### src/rtl/multicycle_core_ctrl.sv
// Multicycle instruction sequencer: walks each instruction through fetch, decode, execute,
// memory and writeback, confines architectural writes to writeback and tracks halt causes.
module multicycle_core_ctrl #(
  parameter int XLEN    = 32,
  parameter int CNT_W   = 64,
  parameter int TIMEOUT = 255,
  parameter int TO_W    = 8
) (
  input  logic             clk,
  input  logic             rst,
  output logic             o_ifu_req,
  input  logic             i_ifu_valid,
  input  logic [XLEN-1:0]  i_inst,
  output logic [XLEN-1:0]  o_inst,
  input  logic             i_is_load,
  input  logic             i_is_store,
  input  logic             i_is_ebreak,
  input  logic             i_illegal,
  output logic             o_lsu_req,
  input  logic             i_lsu_done,
  output logic             o_gpr_we_gate,
  output logic             o_csr_we_gate,
  output logic             o_pc_we,
  output logic             o_retire,
  input  logic             i_step_mode,
  input  logic             i_step_go,
  output logic             o_halt,
  output logic [1:0]       o_halt_cause,
  output logic [CNT_W-1:0] o_cycle_cnt,
  output logic [CNT_W-1:0] o_instret_cnt
);

  typedef enum logic [2:0] {
    IDLE,
    FETCH,
    DECODE,
    EXEC,
    MEM,
    WB,
    STEP_WAIT,
    HALT
  } state_e;

  typedef enum logic [1:0] {
    CAUSE_NONE,
    CAUSE_EBREAK,
    CAUSE_ILLEGAL,
    CAUSE_TIMEOUT
  } cause_e;

  localparam bit              TO_EN   = (TIMEOUT != 0);
  localparam logic [TO_W-1:0] TO_LAST = TO_W'(TIMEOUT - 1);

  state_e            state_q, state_d;
  cause_e            cause_q, cause_d;
  logic [TO_W-1:0]   to_cnt_q, to_cnt_d;
  logic [XLEN-1:0]   inst_q, inst_d;
  logic              store_q, store_d;
  logic              ebreak_q, ebreak_d;
  logic [CNT_W-1:0]  cycle_q, cycle_d;
  logic [CNT_W-1:0]  instret_q, instret_d;
  logic              waiting;
  logic              expired;

  always_ff @(posedge clk) begin
    if (rst) begin
      state_q <= IDLE;
      cause_q <= CAUSE_NONE;
    end else begin
      state_q <= state_d;
      cause_q <= cause_d;
    end
  end

  // A handshake arriving on the expiry cycle is checked first, so it always wins.
  assign waiting = ((state_q == FETCH) && !i_ifu_valid) || ((state_q == MEM) && !i_lsu_done);
  assign expired = TO_EN && (to_cnt_q == TO_LAST);

  always_comb begin
    state_d = state_q;
    cause_d = cause_q;
    unique case (state_q)
      IDLE:   state_d = FETCH;
      FETCH: begin
        if (i_ifu_valid) begin
          state_d = DECODE;
        end else if (expired) begin
          state_d = HALT;
          cause_d = CAUSE_TIMEOUT;
        end
      end
      DECODE: begin
        if (i_illegal) begin
          state_d = HALT;
          cause_d = CAUSE_ILLEGAL;
        end else begin
          state_d = EXEC;
        end
      end
      EXEC:   state_d = (i_is_load || i_is_store) ? MEM : WB;
      MEM: begin
        if (i_lsu_done) begin
          state_d = WB;
        end else if (expired) begin
          state_d = HALT;
          cause_d = CAUSE_TIMEOUT;
        end
      end
      WB: begin
        if (ebreak_q) begin
          state_d = HALT;
          cause_d = CAUSE_EBREAK;
        end else begin
          state_d = i_step_mode ? STEP_WAIT : FETCH;
        end
      end
      STEP_WAIT: begin
        if (i_step_go || !i_step_mode) state_d = FETCH;
      end
      HALT:    state_d = HALT;
      default: state_d = IDLE;
    endcase
  end

  always_comb begin
    o_ifu_req     = 1'b0;
    o_lsu_req     = 1'b0;
    o_gpr_we_gate = 1'b0;
    o_csr_we_gate = 1'b0;
    o_pc_we       = 1'b0;
    o_retire      = 1'b0;
    o_halt        = 1'b0;
    unique case (state_q)
      FETCH: o_ifu_req = 1'b1;
      MEM:   o_lsu_req = 1'b1;
      WB: begin
        o_gpr_we_gate = !store_q;
        o_csr_we_gate = 1'b1;
        o_pc_we       = 1'b1;
        o_retire      = 1'b1;
      end
      HALT:    o_halt = 1'b1;
      default: ;
    endcase
  end

  // Decode flags are captured in EXEC so writeback gating never follows live inputs.
  always_comb begin
    inst_d    = inst_q;
    store_d   = store_q;
    ebreak_d  = ebreak_q;
    to_cnt_d  = '0;
    cycle_d   = cycle_q;
    instret_d = instret_q;
    if ((state_q == FETCH) && i_ifu_valid) inst_d = i_inst;
    if (state_q == EXEC) begin
      store_d  = i_is_store;
      ebreak_d = i_is_ebreak;
    end
    if (waiting && (state_d == state_q)) to_cnt_d = to_cnt_q + 1'b1;
    if ((state_q != IDLE) && (state_q != HALT)) cycle_d = cycle_q + 1'b1;
    if (state_q == WB) instret_d = instret_q + 1'b1;
  end

  always_ff @(posedge clk) begin
    if (rst) begin
      inst_q    <= '0;
      store_q   <= 1'b0;
      ebreak_q  <= 1'b0;
      to_cnt_q  <= '0;
      cycle_q   <= '0;
      instret_q <= '0;
    end else begin
      inst_q    <= inst_d;
      store_q   <= store_d;
      ebreak_q  <= ebreak_d;
      to_cnt_q  <= to_cnt_d;
      cycle_q   <= cycle_d;
      instret_q <= instret_d;
    end
  end

  assign o_inst        = inst_q;
  assign o_halt_cause  = cause_q;
  assign o_cycle_cnt   = cycle_q;
  assign o_instret_cnt = instret_q;

endmodule

### config.mk
export PLATFORM = sky130hd
export DESIGN_NAME = multicycle_core_ctrl
export DESIGN_NICKNAME = d
export VERILOG_FILES = /design/src/rtl/multicycle_core_ctrl.sv
export SDC_FILE = /design/constraint.sdc
export NUM_CORES = 1
export LEC_CHECK = 0
export BUFFER_PORTS_ARGS = -buffer_cell sky130_fd_sc_hd__buf_2
export CAP_MARGIN = 10
export CORE_MARGIN = 1.5
export CORE_UTILIZATION = 45
export CTS_CLUSTER_SIZE = 28
export DETAILED_ROUTE_END_ITERATION = 6
export PLACE_DENSITY = 0.72
export SLEW_MARGIN = 20
export SYNTH_ARGS = -nofsm -noshare
export SYNTH_HDL_FRONTEND = slang
export SYNTH_SLANG_ARGS = --single-unit
### constraint.sdc
create_clock -name clk -period 2.4 [get_ports clk]
set_clock_uncertainty 0.1 [all_clocks]
set_input_delay 0.12 -clock clk [delete_from_list [all_inputs] [get_ports clk]]
set_output_delay 0.12 -clock clk [all_outputs]
set_load 0.01 [all_outputs]
==> results by group <==
Global route
  – Vias in the first global route: 7941
  – GRT Total Usage: between 20 and 30%
  – Largest net degree at the start of global routing: 48
  – First-pass GRT wire length: around 38000 um
  – Grt ovf: 0
  – Initial antenna violation count: 0

Yosys
  – Seq cells post-synth: 175
  – Post-Synth XOR/XNOR Area: 5.95%
  – Synth Area in Simple Gates: approximately 32%
  – Synth cell types: 51
  – Syn avg cell area: between 8 and 9 um2
  – Synth Area in Compound Gates: about 14%
  – Synthesized instance count: 1000
  – Post-synthesis sequential area ratio: roughly 43%
  – Synthesized area: between 8000 and 9000 um2
  – Net Count, Synth: 1046
  – YS warnings: 0
  – Post-synth EDFFs: 0
  – Main combinational cell family by area after synthesis: simple AND/OR/NAND/NOR gates
  – Post-synthesis async set-or-reset flop share: 0%
  – Main flop type after synthesis: dfxtp_1
  – Mux contribution to synthesized area: less than 1%
  – Adder-Cell Fraction of Synth Area: less than 1%

Die
  – Die height: between 100 and 150 um
  – Row count: 48
  – Starting density of the core: between 40% and 50%
  – Chip width: between 100 and 150 um
  – Die area: 18800 um2
  – I/O pins: approximately 210
  – Core area: around 17000 um2

Final layout
  – Ratio of cells with drive above 1 in the final layout: 26.4%
  – Commonest cells after routing, fill and taps aside: buf_2 (209), dfxtp_1 (165), nand2_1 (124)
  – Final nets: 1332
  – Fillcell total: approximately 1500
  – Final std cells w/o fill: 1524
  – Most common cell after layout, fill and taps aside: buf_2
  – Inserted Diodes: 0
  – Finished Cell Area: around 11000 um2
  – Area delta synth->final: 34.0%

Worst setup path
  – Worst setup path startpoint: o_instret_cnt[1]$_SDFFE_PP0P_
  – Startpoint types: register
  – Worst stage delay on the critical path: slightly below 0.6 ns
  – Worst EP arrival: 2.63 ns
  – Critical R2R Launch: o_instret_cnt[1]$_SDFFE_PP0P_
  – Setup Crit Path Kind: register to register
  – Crit path max fanout: 10
  – Worst-path cell chain: ha_4 -> nand4b_4 -> or3_4 -> or4_4 -> or4_1 -> a21oi_1
  – Crit. End Element: register
  – CP max stage cell: or4_4
  – Worst Path Required: roughly 2.7 ns

STA
  – Final worst slack: around 0.032 ns
  – Final setup violation count: 0
  – Final hold violation count: 0
  – Slew Limit Fails: 0
  – Crit share post-route: about 100%
  – Max_slew headroom: between 50% and 60%
  – Max frequency: 422 MHz
  – Post-Route Setup TNS: 0 ns
  – Post-route minimum period: 2.37 ns
  – Tightest Pin Transition: 0.643 ns
  – RSZ-0062 raised after global routing: true

Clocking
  – Cts bufs inserted: 17
  – Root Driver: clkbuf_16
  – CTS tree: done
  – H-tree depth: 4
  – Clk sinks: 175
  – Skew-Pair Late Insertion Delay: roughly 0.43 ns
  – Clock slew at reported path FFs: ~0.070 ns
  – Clock buffer depth: 2

Placed design
  – Post-Place Cells: 1453
  – GP Congestion: approximately 0.9
  – IO Port Bufs: 210
  – Detailed Place HPWL: ~16000 um
  – Worst slack at placement: -0.0867 ns
  – Placed instance area: roughly 10000 um2

Outcome
  – Run status: completed

Route
  – Routed vias: around 8500
  – # DRC: 0
  – Drt pass-1 iters: 5
  – Iter 0 DRT Violations: 527
  – Post-Route WL: about 24000 um
  – WL/cell: 15.4 um
  – Vias per Instance: 5.57
  – Antenna-violating nets left: 0

Worst hold path
  – Worst Min Path Start: i_is_load
  – Hold WC Path Type: input port to register

Power
  – Pwr Density: 587 nW/um2
  – Total power: around 6400 uW
  – Leak pwr: 0.00424 uW
  – Peak supply drop: about 0.50 mV

Flow run
  – # Max-Cap Violations: 0
[cell type report]
| cell class | count | area, um2 | area share [%] |
|---|---|---|---|
| multi-input cells | 761 | 4420 | 40.7 |
| flip-flops and latches | 175 | 3520 | 32.4 |
| repair buffers | 315 | 1980 | 18.3 |
| clock buffers | 19 | 453 | 4.17 |
| well taps | 225 | 282 | 2.59 |
| clock inverters | 13 | 135 | 1.25 |
| inverters | 16 | 60.1 | 0.554 |
[synthesized netlist by cell type (all sizes together) (3+ instances only)]
library cell  number  share of area, %
and3              13               1.0
inv               14              0.65
and4              14               1.5
nand3             54               3.3
nor4              19               1.7
xor2              30               3.2
or3               46               3.6
nand2            124               5.7
ha                 4              0.62
nand2b             5              0.39
a21oi            114               7.0
or4               28               2.6
nand4b             4              0.62
nor2              85               3.9
o21ai             47               2.9
nor3              21               1.3
nand3b             7              0.65
clkbuf            44               2.0
xnor2             25               2.7
o31ai             25               2.3
buf                5              0.45
nor2b              4              0.31
dfxtp            175                43
and2               9              0.70
mux2i              3              0.37
o41ai              4              0.43
nand4             54               4.3
[kinds of logic (layout without fill, tap and decap cells)]
| logic type | after synthesis | after routing |
|---|---|---|
| XOR/XNOR | 55 | 55 |
| buffers and inverters | 65 | 363 |
| adder cells (fa/ha/maj) | 4 | 4 |
| AND/OR/NAND/NOR | 493 | 494 |
| multiplexers | 4 | 4 |
| flip-flops | 175 | 175 |
| AO/OA/AOI/OAI | 204 | 204 |
[worst max-delay path, delay by kind of cell, from the launching register on]
family	cells	cell delay [ns]
AOI/OAI and AO/OA	1	0.13
DFF	1	0.36
and+or+nand+nor	4	1.57
adders and majority gates	1	0.14
[report_power, final]
group | leakage, uW | internal, uW | total, uW | switching, uW
clock network | 0.000290 | 1590 | 2770 | 1180
registers | 0.00142 | 2970 | 3030 | 55.9
logic | 0.00254 | 246 | 571 | 326
[path summary, 6_finish.rpt]
path	depth (start not counted)	slack [ns]	to
hold / removal	5	0.02	state_q[0]$_SDFF_PP0_
setup reg to reg	6	0.03	o_instret_cnt[60]$_SDFFE_PP0P_
hold reg to reg	2	0.35	o_inst[9]$_SDFFE_PP0P_
setup / recovery	6	0.03	o_instret_cnt[60]$_SDFFE_PP0P_
[metrics by stage]
| step | hold WS [ns] | utilization, % |
|---|---|---|
| after global routing | 0.0163 | 62.3 |
| after floorplan | 0.156 | - |
| final | 0.0169 | 62.3 |
| after global placement | 0.254 | 56.3 |
| after CTS | 0.00925 | 62.0 |
| after detailed placement | 0.258 | 56.3 |
[sequential cells by signal, summed over array words and instances (netlist names)]
signal	cells
o_cycle_cnt	64
o_instret_cnt	64
o_inst	32
to_cnt_q	8
state_q	3
o_halt_cause	2
ebreak_q	1
store_q	1
[per-layer routing]
layer	vias up	routed length, um	GRT usage [%]
li1	4218	-	-
met1	3969	10400	32.8
met2	259	11000	41.6
met3	38	1520	5.44
met4	0	614	8.60
met5	-	0	0
[repair_timing]
| action | in CTS | in global routing |
|---|---|---|
| hold endpoints to repair | 39 | 0 |
| hold buffers | 37 | 0 |
| setup buffers | 0 | 1 |
| gates cloned | 1 | 0 |
| pin swaps | 3 | 3 |
| resized for setup | 5 | 12 |
| setup endpoints to repair | 18 | 21 |
No activity file was read; power rests on OpenSTA's default activity.
